<file path="src/rtl/if_id_hazard_reg.sv">
// -----------------------------------------------------------------------------
// if_id_hazard_reg
//
// IF/ID pipeline register with load-use hazard detection and control-transfer
// flush. The register captures the fetched instruction and its PC+4 on the
// falling clock edge, shared with the other pipeline registers. It holds its
// contents across a load-use stall and asks ID/EX for a bubble. On a taken
// branch or a jump it squashes the held instruction to NOP_INSTR.
//
// Parameters
//   NOP_INSTR       instruction word loaded on flush and reset
//
// Ports
//   clk             pipeline clock; registers update on its falling edge
//   reset           asynchronous, active-high reset
//   pc_plus4_in     PC+4 of the fetched instruction
//   instr_in        fetched instruction word
//   id_ex_mem_read  mem_read of the instruction now in EX
//   id_ex_rt        destination rt of the instruction now in EX
//   branch_taken    taken branch resolved downstream
//   jump_in_id      decode has identified a jump
//   nextpc_out      registered PC+4
//   instr_out       registered instruction
//   valid_out       held instruction is live (not a flushed bubble)
//   rs_out/rt_out/rd_out/imm_out  field slices of instr_out
//   pc_write_en     fetch PC may advance
//   bubble          ID/EX must load zeroed controls this edge
//   stall_cnt       number of hold edges (performance counter)
//   flush_cnt       number of flush edges (performance counter)
//
// Build option
//   IF_ID_PERF_CNT_EN  when defined, stall_cnt and flush_cnt are saturating
//                      16-bit counters. When undefined, both outputs are
//                      tied to zero and no counter flops exist.
// -----------------------------------------------------------------------------
module if_id_hazard_reg #(
    parameter logic [31:0] NOP_INSTR = 32'h0000_0000
) (
    input  logic        clk,
    input  logic        reset,
    input  logic [31:0] pc_plus4_in,
    input  logic [31:0] instr_in,
    input  logic        id_ex_mem_read,
    input  logic [4:0]  id_ex_rt,
    input  logic        branch_taken,
    input  logic        jump_in_id,
    output logic [31:0] nextpc_out,
    output logic [31:0] instr_out,
    output logic        valid_out,
    output logic [4:0]  rs_out,
    output logic [4:0]  rt_out,
    output logic [4:0]  rd_out,
    output logic [15:0] imm_out,
    output logic        pc_write_en,
    output logic        bubble,
    output logic [15:0] stall_cnt,
    output logic [15:0] flush_cnt
);

    logic [31:0] instr_r;
    logic [31:0] nextpc_r;
    logic        valid_r;
    logic        hazard_s;
    logic        flush_s;
    logic        pc_write_en_s;
    logic        bubble_s;

    // A load writing $zero never produces a usable value, so it can never
    // be a hazard source.
    function automatic logic load_use_match(
        input logic [4:0] dst,
        input logic [4:0] src_rs,
        input logic [4:0] src_rt
    );
        return (dst != 5'd0) && ((dst == src_rs) || (dst == src_rt));
    endfunction

    // The field outputs are pure slices of the held word, so they stay
    // stable while the register holds.
    assign instr_out  = instr_r;
    assign nextpc_out = nextpc_r;
    assign valid_out  = valid_r;
    assign rs_out     = instr_r[25:21];
    assign rt_out     = instr_r[20:16];
    assign rd_out     = instr_r[15:11];
    assign imm_out    = instr_r[15:0];

    assign pc_write_en = pc_write_en_s;
    assign bubble      = bubble_s;

    // Hazard and flush decode. Flush takes priority: the stalled
    // instruction is being squashed anyway, so no bubble is needed and
    // fetch must redirect.
    always_comb begin
        hazard_s      = 1'b0;
        flush_s       = 1'b0;
        pc_write_en_s = 1'b1;
        bubble_s      = 1'b0;
        // A flushed slot (valid_r low) never stalls, even when its fields match.
        if (valid_r && id_ex_mem_read) begin
            hazard_s = load_use_match(id_ex_rt, instr_r[25:21], instr_r[20:16]);
        end else begin
            hazard_s = 1'b0;
        end
        flush_s = branch_taken || jump_in_id;
        if (flush_s) begin
            pc_write_en_s = 1'b1;
            bubble_s      = 1'b0;
        end else if (hazard_s) begin
            pc_write_en_s = 1'b0;
            bubble_s      = 1'b1;
        end else begin
            pc_write_en_s = 1'b1;
            bubble_s      = 1'b0;
        end
    end

    // IF/ID register. Priority on each edge is flush, then hold, then load.
    always_ff @(negedge clk or posedge reset) begin
        if (reset) begin
            instr_r  <= NOP_INSTR;
            nextpc_r <= 32'h0000_0000;
            valid_r  <= 1'b0;
        end else if (flush_s) begin
            instr_r  <= NOP_INSTR;
            nextpc_r <= pc_plus4_in;
            valid_r  <= 1'b0;
        end else if (hazard_s) begin
            instr_r  <= instr_r;
            nextpc_r <= nextpc_r;
            valid_r  <= valid_r;
        end else begin
            instr_r  <= instr_in;
            nextpc_r <= pc_plus4_in;
            valid_r  <= 1'b1;
        end
    end

`ifdef IF_ID_PERF_CNT_EN
    logic [15:0] stall_cnt_r;
    logic [15:0] flush_cnt_r;

    // Saturating performance counters. They count hold edges and flush edges.
    always_ff @(negedge clk or posedge reset) begin
        if (reset) begin
            stall_cnt_r <= 16'h0000;
            flush_cnt_r <= 16'h0000;
        end else if (flush_s) begin
            stall_cnt_r <= stall_cnt_r;
            if (flush_cnt_r != 16'hFFFF) begin
                flush_cnt_r <= flush_cnt_r + 16'd1;
            end else begin
                flush_cnt_r <= flush_cnt_r;
            end
        end else if (hazard_s) begin
            flush_cnt_r <= flush_cnt_r;
            if (stall_cnt_r != 16'hFFFF) begin
                stall_cnt_r <= stall_cnt_r + 16'd1;
            end else begin
                stall_cnt_r <= stall_cnt_r;
            end
        end else begin
            stall_cnt_r <= stall_cnt_r;
            flush_cnt_r <= flush_cnt_r;
        end
    end

    assign stall_cnt = stall_cnt_r;
    assign flush_cnt = flush_cnt_r;
`else
    assign stall_cnt = 16'h0000;
    assign flush_cnt = 16'h0000;
`endif

endmodule

</file>
<file path="config.mk">
export PLATFORM = sky130hd
export DESIGN_NAME = if_id_hazard_reg
export DESIGN_NICKNAME = d
export VERILOG_FILES = /design/src/rtl/if_id_hazard_reg.sv
export SDC_FILE = /design/constraint.sdc
export NUM_CORES = 1
export LEC_CHECK = 0
export BUFFER_PORTS_ARGS = -buffer_cell sky130_fd_sc_hd__buf_2
export CORE_ASPECT_RATIO = 1.5
export CORE_UTILIZATION = 40
export CTS_CLUSTER_DIAMETER = 80
export DETAILED_ROUTE_END_ITERATION = 6
export PLACE_DENSITY = 0.77
export SLEW_MARGIN = 20
export SYNTH_ARGS = -nofsm -noshare
export SYNTH_HDL_FRONTEND = slang
export SYNTH_SLANG_ARGS = --single-unit
export TNS_END_PERCENT = 10
</file>
<file path="constraint.sdc">
create_clock -name clk -period 2.28 [get_ports clk]
set_input_delay 0.456 -clock clk [delete_from_list [all_inputs] [get_ports clk]]
set_output_delay 0.456 -clock clk [all_outputs]
set_load 0.005 [all_outputs]
</file>
==> summary.md <==
| Metric | Value |
|---|---|
| Status | `complete, but fails checks` |
| Violated checks | `negative setup slack` |
| Worst vdd ir | `0.387 mV` |
| Pint | `2240 uW` |
| Gr ovfl total | `0` |
| Final Hold Viols | `0` |
| Gate power share | `11.4%` |
| Design Area, Final | `4670 sq um` |
| Antenna Cells | `0` |
| Die width | `75.7 um` |
| Die span in y | `112 um` |
| Hold slack | `451 ps` |
| Final nets | `536` |
| FF-to-FF path depth | `10` |
| Area leader, netlist | `dfrtn_1` |
| Critical path arrival | `2770 ps` |
| Hold Crit Start | `nextpc_out[7]$_DFFE_NP0P_` |
| Clock root cell | `clkbuf_16` |
| Yosys top cell area share | `50.0%` |
| FP Rows | `39` |
| Worst hold path cell count | `1` |
| Die area | `8510 sq um` |
| GRT Overall Usage | `18.3%` |
| Initial antenna violation count | `0` |
| Setup Viol. Count Final | `162` |
| CTS Sinks | `65` |
| Placement Setup Slack | `-963 ps` |
| Critical path endpoint category | `primary output` |
| Final antenna-violating net count | `0` |
| Vias per cell | `4.29` |
| Pwr dens | `620 nW/um^2` |
| Fin util | `60.2%` |
| Max Clock Skew | `7.55 ps` |
| RSZ-0062 raised after global routing | `true` |
| Clock network power share | `45.5%` |
| Worst hold path type | `reg -> reg` |
| Synth Warn # | `0` |
| Sw Ratio | `22.6%` |
| Core box area | `7760 sq um` |
| Post-synthesis register bit count | `65` |
| H-tree depth | `3` |
| Num ports | `204` |
| Crit path max fanout | `3` |
| Non-Filler Instances | `569` |
| Inserted Clock Buffers | `9` |
| Highest-count cells in the layout ignoring fill and taps | `buf_2, dfrtn_1, inv_1` |
| Initial drt markers | `101` |
| Synth top area cells | `dfrtn_1, buf_4, mux2i_1` |
| Seq pwr share | `43.2%` |
| TritonCTS clock tree | `done` |
| Setup CP Type | `reg -> out` |
| Commonest non-fill, non-tap cell in the layout | `buf_2` |
| Vias in the first global route | `2,473` |
| CTS max path bufs | `2` |
| Global-route wire length before repair | `11,500 um` |
| DP Cell Count | `543` |
| Final HPWL DP | `5290 um` |
| Initial Util | `42.0%` |
| Worst Hold End | `nextpc_out[7]$_DFFE_NP0P_` |
| Max_cap viols | `0` |
| DR DRC count | `0` |
| Syn-to-layout area delta | `43.5%` |
| Net Sw Power | `655 uW` |
| RePlAce Congestion | `0.748` |
| DRT Pass-1 Iters | `4` |
| Setup slack, reg-to-reg | `210 ps` |
| IO Port Bufs | `171` |
| Cell Area, Placed | `4080 sq um` |
| Worst setup margin | `-948 ps` |
| Detailed Route WL | `7410 um` |
| Pleak | `0.00240 uW` |
| Post-Syn Area | `3260 sq um` |
| Worst skew pair latency | `330 ps` |
| Startpoint types | `flip-flop` |
| Routed wire length per instance | `13.0 um` |
| Syn Area/Cell | `11.3 sq um` |
| Pin count of the biggest net entering global routing | `36` |
| Layout cell share with drive strength beyond 1 | `55.0%` |
| Data required, critical path | `1820 ps` |
| Routed vias | `2,441` |
| RR Startpoint | `instr_out[25]$_DFFE_NP0P_` |
| RR Endpoint | `nextpc_out[10]$_DFFE_NP0P_` |
| Library cells used by synthesis | `19` |
| Final slew viol count | `0` |
| Clock slew at reported path FFs | `40 ps` |
| Seq/Total Area, Yosys | `50.0%` |
| Gate Count Post-Synth | `287` |
[synthesized netlist by cell type]
cell type,count
clkbuf_1,3
nor3_1,2
or4_1,1
mux2_2,26
xnor2_1,4
xor2_1,6
a21oi_2,1
nand3_1,2
mux2_4,6
nand2_1,32
buf_4,63
nor2_1,1
buf_2,5
dfrtn_1,65
conb_1,1
mux2i_1,32
buf_6,2
o2111ai_2,1
inv_1,34
[critical path, cell delays in order (launching register included)]
cell	delay, ps
dfrtn_1	360
xor2_1	140
nor3_1	190
nand3_1	140
a21oi_4	210
buf_12	120
inv_1	30
buf_2	110
[per-stage QoR]
step / total power [uW] / setup TNS, ps
after floorplan: 1450 / -46590
after global placement: 1570 / -57120
after detailed placement: 1580 / -58760
after CTS: 2940 / -71200
after global routing: 3030 / -73260
final: 2900 / -66360
[power by group through the flow]
stage | logic (uW) | registers (uW) | clock network [uW]
6_report | 329 | 1250 | 1320
5_1_grt | 370 | 1260 | 1400
4_1_cts | 327 | 1250 | 1360
3_5_place_dp | 309 | 1270 | 0
3_3_place_gp | 302 | 1270 | 0
2_1_floorplan | 181 | 1270 | 0
[final cells by class]
cell class / instances / area [sq um]
Clock buffer: 11 / 233
Clock inverter: 5 / 56.3
Fill cell: 644 / 3090
Inverter: 34 / 131
Multi-Input combinational cell: 146 / 1110
Sequential cell: 65 / 1630
Tap cell: 102 / 128
Timing Repair Buffer: 206 / 1380
[per-layer routing]
metal  share of wire [%]  track usage, %
met2                  59            35.7
met5                   0               0
met3                 5.0            4.22
met1                  34            17.3
met4                 2.0            7.04
[sequential cells by signal, summed over array words and instances (netlist names)]
signal      cells
instr_out      32
valid_out       1
nextpc_out     32
[worst max-delay path by stage]
stage	startpoint	end	slack (ps)
floorplan	id_ex_rt[1]	nextpc_out[13]$_DFFE_NP0P_	-810
global placement	id_ex_rt[2]	nextpc_out[17]$_DFFE_NP0P_	-920
detailed placement	id_ex_rt[2]	nextpc_out[10]$_DFFE_NP0P_	-960
CTS	instr_out[21]$_DFFE_NP0P_	pc_write_en	-980
global route	instr_out[21]$_DFFE_NP0P_	pc_write_en	-1050
finish	instr_out[25]$_DFFE_NP0P_	pc_write_en	-950
[cell families (layout without fill, tap and decap cells)]
group / after synthesis / in the layout / synth area share [%]
xor gates and xnor gates: 10 / 10 / 2.69
DFF: 65 / 65 / 50.0
other: 1 / 32 / 0.115
buffers and inverters: 107 / 256 / 20.3
and+or+nand+nor: 38 / 38 / 4.65
muxes: 64 / 64 / 21.6
AOI/OAI and AO/OA: 2 / 2 / 0.730
[what timing repair did]
item	4_1_cts	5_1_grt
hold buffers	0	0
setup buffers	4	3
pin swaps	5	5
gates cloned	3	0
resized for setup	22	13
endpoints found under the setup margin	162	162
Note: power is estimated with default switching activity, not from simulation.
